$ cat config.mk
export PLATFORM = sky130hd
export DESIGN_NAME = tile_plane_seq_flat
export DESIGN_NICKNAME = d
export VERILOG_FILES = /design/src/rtl/tile_plane_pkg.sv /design/src/rtl/tile_plane_seq_if.sv /design/src/rtl/tile_plane_raster.sv /design/src/rtl/tile_plane_seq.sv /design/src/flat_wrapper.sv
export SDC_FILE = /design/constraint.sdc
export NUM_CORES = 1
export LEC_CHECK = 0
export CORE_UTILIZATION = 50
export CTS_CLUSTER_SIZE = 14
export DETAILED_ROUTE_END_ITERATION = 8
export PLACE_DENSITY = 0.82
export RECOVER_POWER = 50
export SLEW_MARGIN = 5
export SYNTH_ARGS = -nofsm -noshare
export SYNTH_HDL_FRONTEND = slang
export SYNTH_HIERARCHICAL = 1
export SYNTH_SLANG_ARGS = --single-unit
$ cat constraint.sdc
create_clock -name clk_24M -period 11.8 [get_ports clk_24M]
set_clock_uncertainty 0.2 [all_clocks]
set_input_delay 1.18 -clock clk_24M [delete_from_list [all_inputs] [get_ports clk_24M]]
set_output_delay 1.18 -clock clk_24M [all_outputs]
set_load 0.01 [all_outputs]
$ cat src/rtl/tile_plane_pkg.sv
// Shared types and constants for the tile plane address generator.
package tile_plane_pkg;

  localparam int unsigned CNT_W  = 9;
  localparam int unsigned ADDR_W = 13;
  localparam int unsigned DATA_W = 16;

  // Slot positions within an 8-pixel tile column
  localparam int unsigned SLOT_LSCR = 0;
  localparam int unsigned SLOT_MAP0 = 1;

  // Per-plane register indices
  localparam int unsigned IDX_XSCR = 0;
  localparam int unsigned IDX_YSCR = 1;
  localparam int unsigned IDX_CTRL = 2;
  localparam int unsigned IDX_RSVD = 3;

  typedef struct packed {
    logic [8:0] sx;
    logic [7:0] sy;
    logic       lsen;
    logic       flipy_en;
  } plane_regs_t;

  typedef enum logic [1:0] {
    FETCH_NONE = 2'd0,
    FETCH_LSCR = 2'd1,
    FETCH_MAP  = 2'd2
  } fetch_t;

endpackage

$ cat src/rtl/tile_plane_seq_if.sv
// Register, VRAM and tile-result buses of the tile plane sequencer.
interface tile_plane_seq_if;
  import tile_plane_pkg::*;

  logic                reg_we;
  logic [3:0]          reg_addr;
  logic [8:0]          reg_din;
  logic [ADDR_W-1:0]   vram_addr;
  logic                vram_rd;
  logic [DATA_W-1:0]   vram_din;
  logic                cpu_slot;
  logic                tile_valid;
  logic [1:0]          tile_plane;
  logic [7:0]          tile_code;
  logic [7:0]          tile_attr;
  logic [2:0]          tile_row;
  logic [2:0]          fine_x;

  modport master (
    input  reg_we, reg_addr, reg_din, vram_din,
    output vram_addr, vram_rd, cpu_slot,
           tile_valid, tile_plane, tile_code, tile_attr, tile_row, fine_x
  );

  modport slave (
    output reg_we, reg_addr, reg_din, vram_din,
    input  vram_addr, vram_rd, cpu_slot,
           tile_valid, tile_plane, tile_code, tile_attr, tile_row, fine_x
  );
endinterface

$ cat src/rtl/tile_plane_raster.sv
// H/V raster counters with hblank, frame-start and vblank interrupt pulses.
module tile_plane_raster
  import tile_plane_pkg::*;
#(
  parameter int unsigned HFIRST    = 32,
  parameter int unsigned HTOTAL    = 384,
  parameter int unsigned HBL_START = 352,
  parameter int unsigned VFIRST    = 248,
  parameter int unsigned VTOTAL    = 264,
  parameter int unsigned VIRQ_LINE = 504
) (
  input  logic             clk_24M,
  input  logic             nRES,
  input  logic             px_ce,
  output logic [CNT_W-1:0] hpos,
  output logic [CNT_W-1:0] vpos,
  output logic             hblank,
  output logic             hvot,
  output logic             vblank_irq,
  output logic [CNT_W-1:0] h_nxt_c,
  output logic [CNT_W-1:0] v_nxt_c,
  output logic             line_start_c
);

  localparam logic [CNT_W-1:0] H_FIRST = CNT_W'(HFIRST);
  localparam logic [CNT_W-1:0] H_LAST  = CNT_W'(HFIRST + HTOTAL - 1);
  localparam logic [CNT_W-1:0] H_BL    = CNT_W'(HBL_START);
  localparam logic [CNT_W-1:0] V_FIRST = CNT_W'(VFIRST);
  localparam logic [CNT_W-1:0] V_LAST  = CNT_W'(VFIRST + VTOTAL - 1);
  localparam logic [CNT_W-1:0] V_IRQ   = CNT_W'(VIRQ_LINE);

  logic h_wrap_c;
  logic v_wrap_c;

  // Next counter values; they equal the current ones while px_ce is low
  always_comb begin
    h_wrap_c     = (hpos == H_LAST);
    v_wrap_c     = h_wrap_c && (vpos == V_LAST);
    h_nxt_c      = hpos;
    v_nxt_c      = vpos;
    line_start_c = px_ce && h_wrap_c;
    if (px_ce) begin
      h_nxt_c = h_wrap_c ? H_FIRST : hpos + CNT_W'(1);
      if (h_wrap_c)
        v_nxt_c = v_wrap_c ? V_FIRST : vpos + CNT_W'(1);
    end
  end

  always_ff @(posedge clk_24M or negedge nRES) begin
    if (!nRES) begin
      hpos       <= H_FIRST;
      vpos       <= V_FIRST;
      hblank     <= 1'b0;
      hvot       <= 1'b0;
      vblank_irq <= 1'b0;
    end else begin
      hpos       <= h_nxt_c;
      vpos       <= v_nxt_c;
      hblank     <= (h_nxt_c >= H_BL);
      hvot       <= px_ce && v_wrap_c;
      vblank_irq <= line_start_c && (v_nxt_c == V_IRQ);
    end
  end

endmodule

$ cat src/rtl/tile_plane_seq.sv
// Tile plane address generator: raster, per-plane scroll registers and the
// fixed 8-slot VRAM fetch sequencer feeding a downstream pixel shifter.
module tile_plane_seq
  import tile_plane_pkg::*;
#(
  parameter int unsigned NPLANES   = 2,
  parameter int unsigned HFIRST    = 32,
  parameter int unsigned HTOTAL    = 384,
  parameter int unsigned HBL_START = 352,
  parameter int unsigned VFIRST    = 248,
  parameter int unsigned VTOTAL    = 264,
  parameter int unsigned VIRQ_LINE = 504,
  parameter logic [12:0] MAP_BASE  = 13'h0800,
  parameter logic [12:0] LSCR_BASE = 13'h0000
) (
  input  logic             clk_24M,
  input  logic             nRES,
  input  logic             px_ce,
  input  logic             flip,
  tile_plane_seq_if.master bus,
  output logic [CNT_W-1:0] hpos,
  output logic [CNT_W-1:0] vpos,
  output logic             hblank,
  output logic             hvot,
  output logic             vblank_irq
);

  logic [CNT_W-1:0] h_nxt_c, v_nxt_c;
  logic             line_start_c;

  tile_plane_raster #(
    .HFIRST(HFIRST), .HTOTAL(HTOTAL), .HBL_START(HBL_START),
    .VFIRST(VFIRST), .VTOTAL(VTOTAL), .VIRQ_LINE(VIRQ_LINE)
  ) u_raster (
    .clk_24M(clk_24M), .nRES(nRES), .px_ce(px_ce),
    .hpos(hpos), .vpos(vpos), .hblank(hblank), .hvot(hvot), .vblank_irq(vblank_irq),
    .h_nxt_c(h_nxt_c), .v_nxt_c(v_nxt_c), .line_start_c(line_start_c)
  );

  plane_regs_t pend_q   [NPLANES];
  plane_regs_t act_q    [NPLANES];
  plane_regs_t pend_nxt_c [NPLANES];
  plane_regs_t act_ld_c [NPLANES];
  logic [8:0]  lbuf_q   [NPLANES];

  fetch_t      kind_q, kind_c;
  logic [1:0]  plane_q, plane_c;
  logic [2:0]  row_q, row_c, fx_q, fx_c;
  logic [12:0] addr_c;
  logic [8:0]  hx_c, map_x_c, lp_c;
  logic [7:0]  vy_c, lvy_c, map_y_c;
  logic        hbl_c, flipy_sel_c;

  // Pending registers including this cycle's write; active load at line start
  always_comb begin
    for (int p = 0; p < NPLANES; p++) begin
      pend_nxt_c[p] = pend_q[p];
      if (bus.reg_we && bus.reg_addr[3:2] == 2'(p)) begin
        case (bus.reg_addr[1:0])
          2'(IDX_XSCR): pend_nxt_c[p].sx = bus.reg_din;
          2'(IDX_YSCR): pend_nxt_c[p].sy = bus.reg_din[7:0];
          2'(IDX_CTRL): begin
            pend_nxt_c[p].lsen     = bus.reg_din[0];
            pend_nxt_c[p].flipy_en = bus.reg_din[1];
          end
          2'(IDX_RSVD): ;
        endcase
      end
      act_ld_c[p] = pend_nxt_c[p];
      if (pend_nxt_c[p].lsen)
        act_ld_c[p].sx = lbuf_q[p];
    end
  end

  // Decode the slot about to begin (addresses are registered with the new hpos)
  always_comb begin
    kind_c  = FETCH_NONE;
    plane_c = 2'd0;
    addr_c  = 13'd0;
    row_c   = 3'd0;
    fx_c    = 3'd0;
    map_x_c = 9'd0;
    map_y_c = 8'd0;
    hx_c    = h_nxt_c ^ {9{flip}};
    vy_c    = v_nxt_c[7:0] ^ {8{flip}};
    lvy_c   = vy_c + 8'd1;
    hbl_c   = (h_nxt_c >= 9'(HBL_START));
    lp_c    = (h_nxt_c - 9'(HBL_START)) >> 3;
    for (int p = 0; p < NPLANES; p++) begin
      if (hbl_c && h_nxt_c[2:0] == 3'(SLOT_LSCR) && lp_c == 9'(p) && pend_q[p].lsen) begin
        kind_c  = FETCH_LSCR;
        plane_c = 2'(p);
        addr_c  = LSCR_BASE + 13'({2'(p), lvy_c});
      end
      if (!hbl_c && h_nxt_c[2:0] == 3'(SLOT_MAP0 + p)) begin
        map_x_c = hx_c + act_q[p].sx;
        map_y_c = vy_c + act_q[p].sy;
        kind_c  = FETCH_MAP;
        plane_c = 2'(p);
        addr_c  = MAP_BASE + 13'(p * 2048) + 13'({map_y_c[7:3], map_x_c[8:3]});
        row_c   = map_y_c[2:0];
        fx_c    = act_q[p].sx[2:0];
      end
    end
  end

  always_comb begin
    flipy_sel_c = 1'b0;
    for (int p = 0; p < NPLANES; p++)
      if (plane_q == 2'(p))
        flipy_sel_c = act_q[p].flipy_en;
  end

  // Register file, line buffer and in-flight slot state
  always_ff @(posedge clk_24M or negedge nRES) begin
    if (!nRES) begin
      for (int p = 0; p < NPLANES; p++) begin
        pend_q[p] <= '0;
        act_q[p]  <= '0;
        lbuf_q[p] <= '0;
      end
      kind_q  <= FETCH_NONE;
      plane_q <= 2'd0;
      row_q   <= 3'd0;
      fx_q    <= 3'd0;
    end else begin
      for (int p = 0; p < NPLANES; p++) begin
        pend_q[p] <= pend_nxt_c[p];
        if (line_start_c)
          act_q[p] <= act_ld_c[p];
        if (px_ce && kind_q == FETCH_LSCR && plane_q == 2'(p))
          lbuf_q[p] <= bus.vram_din[8:0];
      end
      if (px_ce) begin
        kind_q  <= kind_c;
        plane_q <= plane_c;
        row_q   <= row_c;
        fx_q    <= fx_c;
      end
    end
  end

  // VRAM bus and tile result outputs
  always_ff @(posedge clk_24M or negedge nRES) begin
    if (!nRES) begin
      bus.vram_addr  <= 13'd0;
      bus.vram_rd    <= 1'b0;
      bus.cpu_slot   <= 1'b0;
      bus.tile_valid <= 1'b0;
      bus.tile_plane <= 2'd0;
      bus.tile_code  <= 8'd0;
      bus.tile_attr  <= 8'd0;
      bus.tile_row   <= 3'd0;
      bus.fine_x     <= 3'd0;
    end else begin
      bus.tile_valid <= 1'b0;
      if (px_ce) begin
        bus.vram_addr <= addr_c;
        bus.vram_rd   <= (kind_c != FETCH_NONE);
        bus.cpu_slot  <= (kind_c == FETCH_NONE);
        if (kind_q == FETCH_MAP) begin
          bus.tile_valid <= 1'b1;
          bus.tile_plane <= plane_q;
          bus.tile_code  <= bus.vram_din[7:0];
          bus.tile_attr  <= bus.vram_din[15:8];
          bus.tile_row   <= row_q ^ {3{bus.vram_din[9] & flipy_sel_c}};
          bus.fine_x     <= fx_q;
        end
      end
    end
  end

endmodule

$ cat src/flat_wrapper.sv
// flat-port wrapper written by rule: the top's interface ports become plain ports
module tile_plane_seq_flat import tile_plane_pkg::*;
#(
  parameter int unsigned NPLANES   = 2,
  parameter int unsigned HFIRST    = 32,
  parameter int unsigned HTOTAL    = 384,
  parameter int unsigned HBL_START = 352,
  parameter int unsigned VFIRST    = 248,
  parameter int unsigned VTOTAL    = 264,
  parameter int unsigned VIRQ_LINE = 504,
  parameter logic [12:0] MAP_BASE  = 13'h0800,
  parameter logic [12:0] LSCR_BASE = 13'h0000
)
  (clk_24M, nRES, px_ce, flip, hpos, vpos, hblank, hvot, vblank_irq, bus_reg_we, bus_reg_addr, bus_reg_din, bus_vram_din, bus_vram_addr, bus_vram_rd, bus_cpu_slot, bus_tile_valid, bus_tile_plane, bus_tile_code, bus_tile_attr, bus_tile_row, bus_fine_x);
  tile_plane_seq_if bus_i ();
  input  logic clk_24M;
  input  logic nRES;
  input  logic px_ce;
  input  logic flip;
  output logic [CNT_W-1:0] hpos;
  output logic [CNT_W-1:0] vpos;
  output logic hblank;
  output logic hvot;
  output logic vblank_irq;
  input wire logic [$bits(bus_i.reg_we)-1:0] bus_reg_we;
  input wire logic [$bits(bus_i.reg_addr)-1:0] bus_reg_addr;
  input wire logic [$bits(bus_i.reg_din)-1:0] bus_reg_din;
  input wire logic [$bits(bus_i.vram_din)-1:0] bus_vram_din;
  output wire logic [$bits(bus_i.vram_addr)-1:0] bus_vram_addr;
  output wire logic [$bits(bus_i.vram_rd)-1:0] bus_vram_rd;
  output wire logic [$bits(bus_i.cpu_slot)-1:0] bus_cpu_slot;
  output wire logic [$bits(bus_i.tile_valid)-1:0] bus_tile_valid;
  output wire logic [$bits(bus_i.tile_plane)-1:0] bus_tile_plane;
  output wire logic [$bits(bus_i.tile_code)-1:0] bus_tile_code;
  output wire logic [$bits(bus_i.tile_attr)-1:0] bus_tile_attr;
  output wire logic [$bits(bus_i.tile_row)-1:0] bus_tile_row;
  output wire logic [$bits(bus_i.fine_x)-1:0] bus_fine_x;
  assign bus_i.reg_we = bus_reg_we;
  assign bus_i.reg_addr = bus_reg_addr;
  assign bus_i.reg_din = bus_reg_din;
  assign bus_i.vram_din = bus_vram_din;
  assign bus_vram_addr = bus_i.vram_addr;
  assign bus_vram_rd = bus_i.vram_rd;
  assign bus_cpu_slot = bus_i.cpu_slot;
  assign bus_tile_valid = bus_i.tile_valid;
  assign bus_tile_plane = bus_i.tile_plane;
  assign bus_tile_code = bus_i.tile_code;
  assign bus_tile_attr = bus_i.tile_attr;
  assign bus_tile_row = bus_i.tile_row;
  assign bus_fine_x = bus_i.fine_x;
  tile_plane_seq #(.NPLANES(NPLANES), .HFIRST(HFIRST), .HTOTAL(HTOTAL), .HBL_START(HBL_START), .VFIRST(VFIRST), .VTOTAL(VTOTAL), .VIRQ_LINE(VIRQ_LINE), .MAP_BASE(MAP_BASE), .LSCR_BASE(LSCR_BASE)) u_core (.clk_24M(clk_24M), .nRES(nRES), .px_ce(px_ce), .flip(flip), .bus(bus_i), .hpos(hpos), .vpos(vpos), .hblank(hblank), .hvot(hvot), .vblank_irq(vblank_irq));
endmodule
# Word-level counts from Yosys, hierarchy flattened
# Cells that the tools add are included.
# Widths: inputs -> output; s select.
dict set report totals {
  register_bits 163
  input_bits 34
  out_inout_bits 61
  elab_cells 119
}
dict set report classes {
  addsub 10
  order_cmp 1
  n_eq_ne 12
  n_mux 33
  bitwise 4
  n_reduce_logical 25
}
# cell count
set op_table {}
lappend op_table {{$mux 9} 9}
lappend op_table {{$mux 13} 3}
lappend op_table {{$mux 19} 2}
lappend op_table {{$eq 9x9->1 const B} 3}
lappend op_table {{$mux 8} 3}
lappend op_table {{$add 9x1->9 const B} 2}
lappend op_table {{$add 9x9->9} 2}
lappend op_table {{$add 8x8->8} 2}
lappend op_table {{$logic_and 1x1->1} 16}
lappend op_table {{$add 12x11->13 const A} 1}
lappend op_table {{$add 13x11->13 const A} 1}
lappend op_table {{$mux 3} 4}
lappend op_table {{$mux 2} 5}
lappend op_table {{$ge 9x9->1 const B} 1}
lappend op_table {{$logic_not 9->1} 1}
lappend op_table {{$sub 9x9->9 const B} 1}
lappend op_table {{$xor 9x9->9} 1}
lappend op_table {{$add 8x1->8 const B} 1}
lappend op_table {{$eq 2x1->1 const B} 4}
lappend op_table {{$logic_not 2->1} 4}
lappend op_table {{$xor 8x8->8} 1}
lappend op_table {{$mux 1} 7}
lappend op_table {{$eq 6x1->1 const B} 1}
lappend op_table {{$eq 2x2->1 const B} 2}
lappend op_table {{8 further kinds} 8}

# Longest topological paths before layout
dict set report depth {
  word_depth 12
  depth_mapped 18
}

# Hierarchy
# Netlist, hierarchy kept.
# module n_inst cells_each area_each_um2 seq_area_each_um2
set modules_own_cells {}
lappend modules_own_cells {tile_plane_seq 1 644 7160.6 3503.4}
lappend modules_own_cells {tile_plane_raster 1 127 1187.4 533.0}

# Worst setup path before layout
# Ideal clock, no wire load.
dict set report synth_path {
  kind {input port to flip-flop}
  start {input port px_ce}
  end {register u_core.bus.vram_addr[10]}
  arrival_ps 3945
  required_ps 11474
  path_slack_ps 7529
  path_stages 12
  path_buffers 1
  cell_sequence {nand3_1 -> or3_4 -> buf_6 -> o21ai_0 -> xor2_1 -> ha_1 -> a211oi_1 -> o21bai_1 -> a2111oi_0 -> o21ai_0 -> nand4b_1 -> nand3_1}
}
dict set report synth_between {
  elab_chain_cells 7
  word_cells_on_any_way 25
  cone_classes {add/sub: 7; order compare: 1; eq/ne: 3; mux: 5; bitwise: 2; reduce/logical: 7}
}
# element line
set synth_lines {}
lappend synth_lines {{start: declaration} flat_wrapper.sv:18} ;# input logic px_ce;
lappend synth_lines {{$mux 9 *} tile_plane_raster.sv:42} ;# if (px_ce) begin
lappend synth_lines {{net u_core.v_nxt_c[1]} tile_plane_seq.sv:28} ;# logic [CNT_W-1:0] h_nxt_c, v_nxt_c;
lappend synth_lines {{$xor 8x8->8 *} tile_plane_seq.sv:85} ;# vy_c = v_nxt_c[7:0] ^ {8{flip}};
lappend synth_lines {{$add 8x8->8} tile_plane_seq.sv:97} ;# map_y_c = vy_c + act_q[p].sy;
lappend synth_lines {{$add 12x11->13} tile_plane_seq.sv:100} ;# addr_c = MAP_BASE + 13'(p * 2048) + 13'({map_y_c[7:3], map_x_c[8:3]});
lappend synth_lines {{$mux 13} tile_plane_seq.sv:95} ;# if (!hbl_c && h_nxt_c[2:0] == 3'(SLOT_MAP0 + p)) begin
lappend synth_lines {{$mux 13} tile_plane_seq.sv:90} ;# if (hbl_c && h_nxt_c[2:0] == 3'(SLOT_LSCR) && lp_c == 9'(p) && pend_q[p].lsen) begin
lappend synth_lines {{$mux 13 *} tile_plane_seq.sv:95}
lappend synth_lines {{end signal: assignment} tile_plane_seq.sv:158} ;# bus.vram_addr <= addr_c;
lappend synth_lines {{end: declaration} tile_plane_seq_if.sv:21} ;# output vram_addr, vram_rd, cpu_slot,
# The timed path passes the listed nets; every way through them passes the cells marked *.
# A chain may end at the register's enable or synchronous reset.

# Worst setup path after layout
# Ends and elaborated chain as after synthesis.

==> impl_metrics.py <==
metrics = {
    "outcome": {
        "status": "finished, violations left",
        "violations": "max-capacitance violations, max-slew violations",
    },
    "drt": {
        "vias": 6226,
        "first_pass_iters": 5,
        "ant_nets": 0,
        "via_per_inst": 5.71,
        "drc": 0,
        "avgRoutedWirePerCell_um": 17.7,
        "drtIter0Drc": 352,
        "wl_mm": 19.3,
    },
    "cells_and_area": {
        "antenna-diode-count": 0,
        "nNetsFinal": 930,
        "drive_gt1_share_pct": 13.7,
        "syn2layout_area_growth_pct": 20.2,
        "final-instance-count-excl-fill": 1090,
        "fin_area_um2": 10000,
    },
    "grt": {
        "grt_pass1_wl_mm": 32.0,
        "grt_start_max_net_pins": 87,
        "grt_antenna_before_repair": 0,
        "grt_overflow": 0,
        "grt_pass1_vias": 6266,
        "grt.total_usage_pct": 23.7,
    },
    "floorplanning": {
        "die_h_um": 131,
        "num_rows": 46,
        "die_w_um": 131,
        "pin_count": 95,
        "initial_core_util_pct": 51.8,
        "die-area_um2": 17200,
        "coreArea_um2": 16100,
    },
    "place": {
        "gp_congestion": 0.869,
        "dp_hpwl_mm": 13.4,
        "dp_slack_ps": 5720,
        "io_buffers": 93,
        "dp_cells": 1058,
        "placed_area_um2": 9460,
    },
    "yosys": {
        "syn_inst": 771,
        "synth-seq-cells": 161,
        "synth_nets": 840,
        "synth_warnings": 6,
        "synth_flop_cell": "dfrtp_1",
        "syn_area_per_cell_um2": 10.8,
        "netlist_area_um2": 8350,
        "ys_types": 70,
        "async_reset_ff_share_pct": 100,
        "ys_seq_area_share_pct": 48.4,
        "synth_enable_flop_cells": 0,
    },
    "setup_path": {
        "required_ps": 11910,
        "r2r-start": "u_core/u_raster/vpos[0]",
        "timing.rr.end": "u_core/bus.vram_addr[10]",
        "crit_arrival_ps": 7140,
        "crit_path_end_kind": "flop",
        "worstSetupPathType": "in2reg",
        "crit_start": "px_ce",
        "worst-r2r-cell-count": 14,
        "critPathLaunchType": "input pin",
        "r2r_slack_ps": 6950,
        "crit_fanout": 46,
        "cp-endpoint": "u_core/bus.vram_addr[10]",
    },
    "clocking": {
        "cts-root-buf": "clkbuf_16",
        "clockBufferDepth": 2,
        "clkLatencyLatePin_ps": 430,
        "post-cts-setup-buffers": 0,
        "clkTransAtPathRegs_ps": 60,
        "cts_hold_buf": 0,
        "cts-htree-levels": 4,
        "cts_tree": "yes",
        "cts_sinks": 161,
        "post_cts_resized": 0,
        "cts_buffers": 17,
    },
    "timing": {
        "finalSetupViolations": 0,
        "hold_viol": 0,
        "holdWs_ps": 275,
        "slew_headroom_pct": -197,
        "finalCritPeriodShare_pct": 59.6,
        "fin_tns_setup_ps": 0,
        "fmax_mhz": 142,
        "rsz0062_at_grt": "false",
        "fin_ws_ps": 4770,
        "post-route-min-period_ps": 7030,
        "tightest_slew_ps": 4460,
        "drv_slew": 134,
    },
    "pwr": {
        "powerDensity_nw_per_um2": 179,
        "p_leak_uw": 0.00471,
        "irDropWorstVdd_uv": 127,
    },
    "worst_hold_path": {
        "hold_class": "reg2reg",
    },
    "job": {
        "maxCapViolations": 2,
    },
}
## report_power, final
| group | switching (uW) | leakage (uW) | internal, uW |
|---|---|---|---|
| Clock | 225 | 0.000290 | 334 |
| Sequential | 60.6 | 0.00198 | 647 |
| Combinational | 279 | 0.00244 | 255 |
| Total | 565 | 0.00471 | 1240 |
## per-stage QoR
stage	utilization [%]	power, uW
finish	62.3	1800
global route	62.3	1900
CTS	62.4	1820
detailed placement	58.7	1250
global placement	58.7	1240
floorplan	-	1030
## kinds of logic after synthesis
logic type | count (synthesis) | share of synthesized area, %
multiplexers | 117 | 15.1
XOR/XNOR | 54 | 5.76
AO/OA/AOI/OAI | 115 | 9.41
AND/OR/NAND/NOR | 222 | 12.5
other | 1 | 0.0449
flip-flops | 161 | 48.4
buffers and inverters | 66 | 3.33
adder cells (fa/ha/maj) | 35 | 5.43
## worst max-delay path, stage by stage
cell	delay (ps)
dlygate4sd3_1	530
clkbuf_1	1430
nand3_1	370
or3_4	560
clkinv_1	70
buf_4	530
a21oi_1	130
a31oi_1	490
xor2_1	300
ha_1	320
o21ai_0	90
o21bai_1	100
a2111oi_0	620
o21ai_0	170
nand4b_1	130
nand3_1	90
## Yosys cell counts (7+ instances only)
| master | instances | share of area, % |
|---|---|---|
| a21o_1 | 9 | 0.81 |
| xnor2_1 | 21 | 2.2 |
| inv_1 | 35 | 1.6 |
| nand3_1 | 14 | 0.84 |
| or2_2 | 7 | 0.52 |
| nand2b_1 | 10 | 0.75 |
| and3_1 | 7 | 0.52 |
| a31oi_1 | 9 | 0.67 |
| nand2_1 | 107 | 4.8 |
| a21oi_1 | 22 | 1.3 |
| ha_1 | 33 | 4.9 |
| clkbuf_1 | 15 | 0.67 |
| mux2i_1 | 43 | 5.2 |
| o21ai_0 | 21 | 1.3 |
| mux2_2 | 74 | 10 |
| nor2_1 | 40 | 1.8 |
| dfrtp_1 | 155 | 46 |
| xor2_1 | 32 | 3.4 |
## per-layer routing
metal	vias up	GRT usage, %	wire length, um
li1	2895	-	-
met1	3047	32.2	8870
met2	250	36.3	8650
met3	34	5.29	1240
met4	0	10.7	539
met5	-	0	0
## sequential cells by signal, summed over array words and instances, names as in the netlist
| name | flops |
|---|---|
| u_core/bus.vram_rd | 1 |
| u_core/bus.vram_addr | 13 |
| u_core/bus.tile_row | 3 |
| u_core/bus.fine_x | 3 |
| u_core/act_q | 36 |
| u_core/u_raster/vpos | 9 |
| u_core/row_q | 3 |
| u_core/u_raster/hblank | 1 |
| u_core/bus.cpu_slot | 1 |
| u_core/lbuf_q | 18 |
| u_core/bus.tile_code | 8 |
| u_core/plane_q | 1 |
| u_core/u_raster/vblank_irq | 1 |
| u_core/bus.tile_valid | 1 |
| u_core/pend_q | 38 |
| u_core/kind_q | 2 |
| u_core/u_raster/hvot | 1 |
| u_core/fx_q | 3 |
| u_core/u_raster/hpos | 9 |
| u_core/bus.tile_plane | 1 |
| u_core/bus.tile_attr | 8 |
## how the worst min path moves through the flow
stage,start,endpoint,slack [ps],depth (start not counted)
6_report,u_core/bus.vram_rd,u_core/bus.vram_rd,280,1
5_1_grt,u_core/bus.tile_code[3],u_core/bus.tile_code[3],310,2
4_1_cts,u_core/bus.tile_attr[2],u_core/bus.tile_attr[2],290,2
3_5_place_dp,u_core/bus.fine_x[1],u_core/bus.fine_x[1],260,2
3_3_place_gp,u_core/bus.tile_attr[2],u_core/bus.tile_attr[2],260,2
2_1_floorplan,u_core/fx_q[0],u_core/bus.fine_x[0],240,2
## area by class of cell
type,instances,area [um2]
clock buffer,20,437
clock inverter,12,156
fill,1292,6080
inverter,37,139
multi-input combinational,544,4030
sequential,161,4040
tap,216,270
timing repair buffer,100,966
## placed cells by master, fill, tap and decap left out, drive strengths merged, types with 6 or more instances in the layout
master         synthesis  routed
dfrtp                155     155
nand2                107     107
clkdlybuf4s50          0      77
mux2                  74      74
mux2i                 43      43
nor2                  40      40
inv                   35      39
ha                    33      33
xor2                  32      32
clkbuf                15      24
o21ai                 23      23
a21oi                 22      22
xnor2                 22      22
dlygate4sd3            0      15
nand3                 14      14
nand2b                10      10
a21o                   9       9
a31oi                  9       9
or2                    8       8
and3                   7       7
a221oi                 6       6
o21a                   6       6
dfstp                  6       6
clkinv                 2       6
Note: power is estimated with default switching activity, not from simulation.
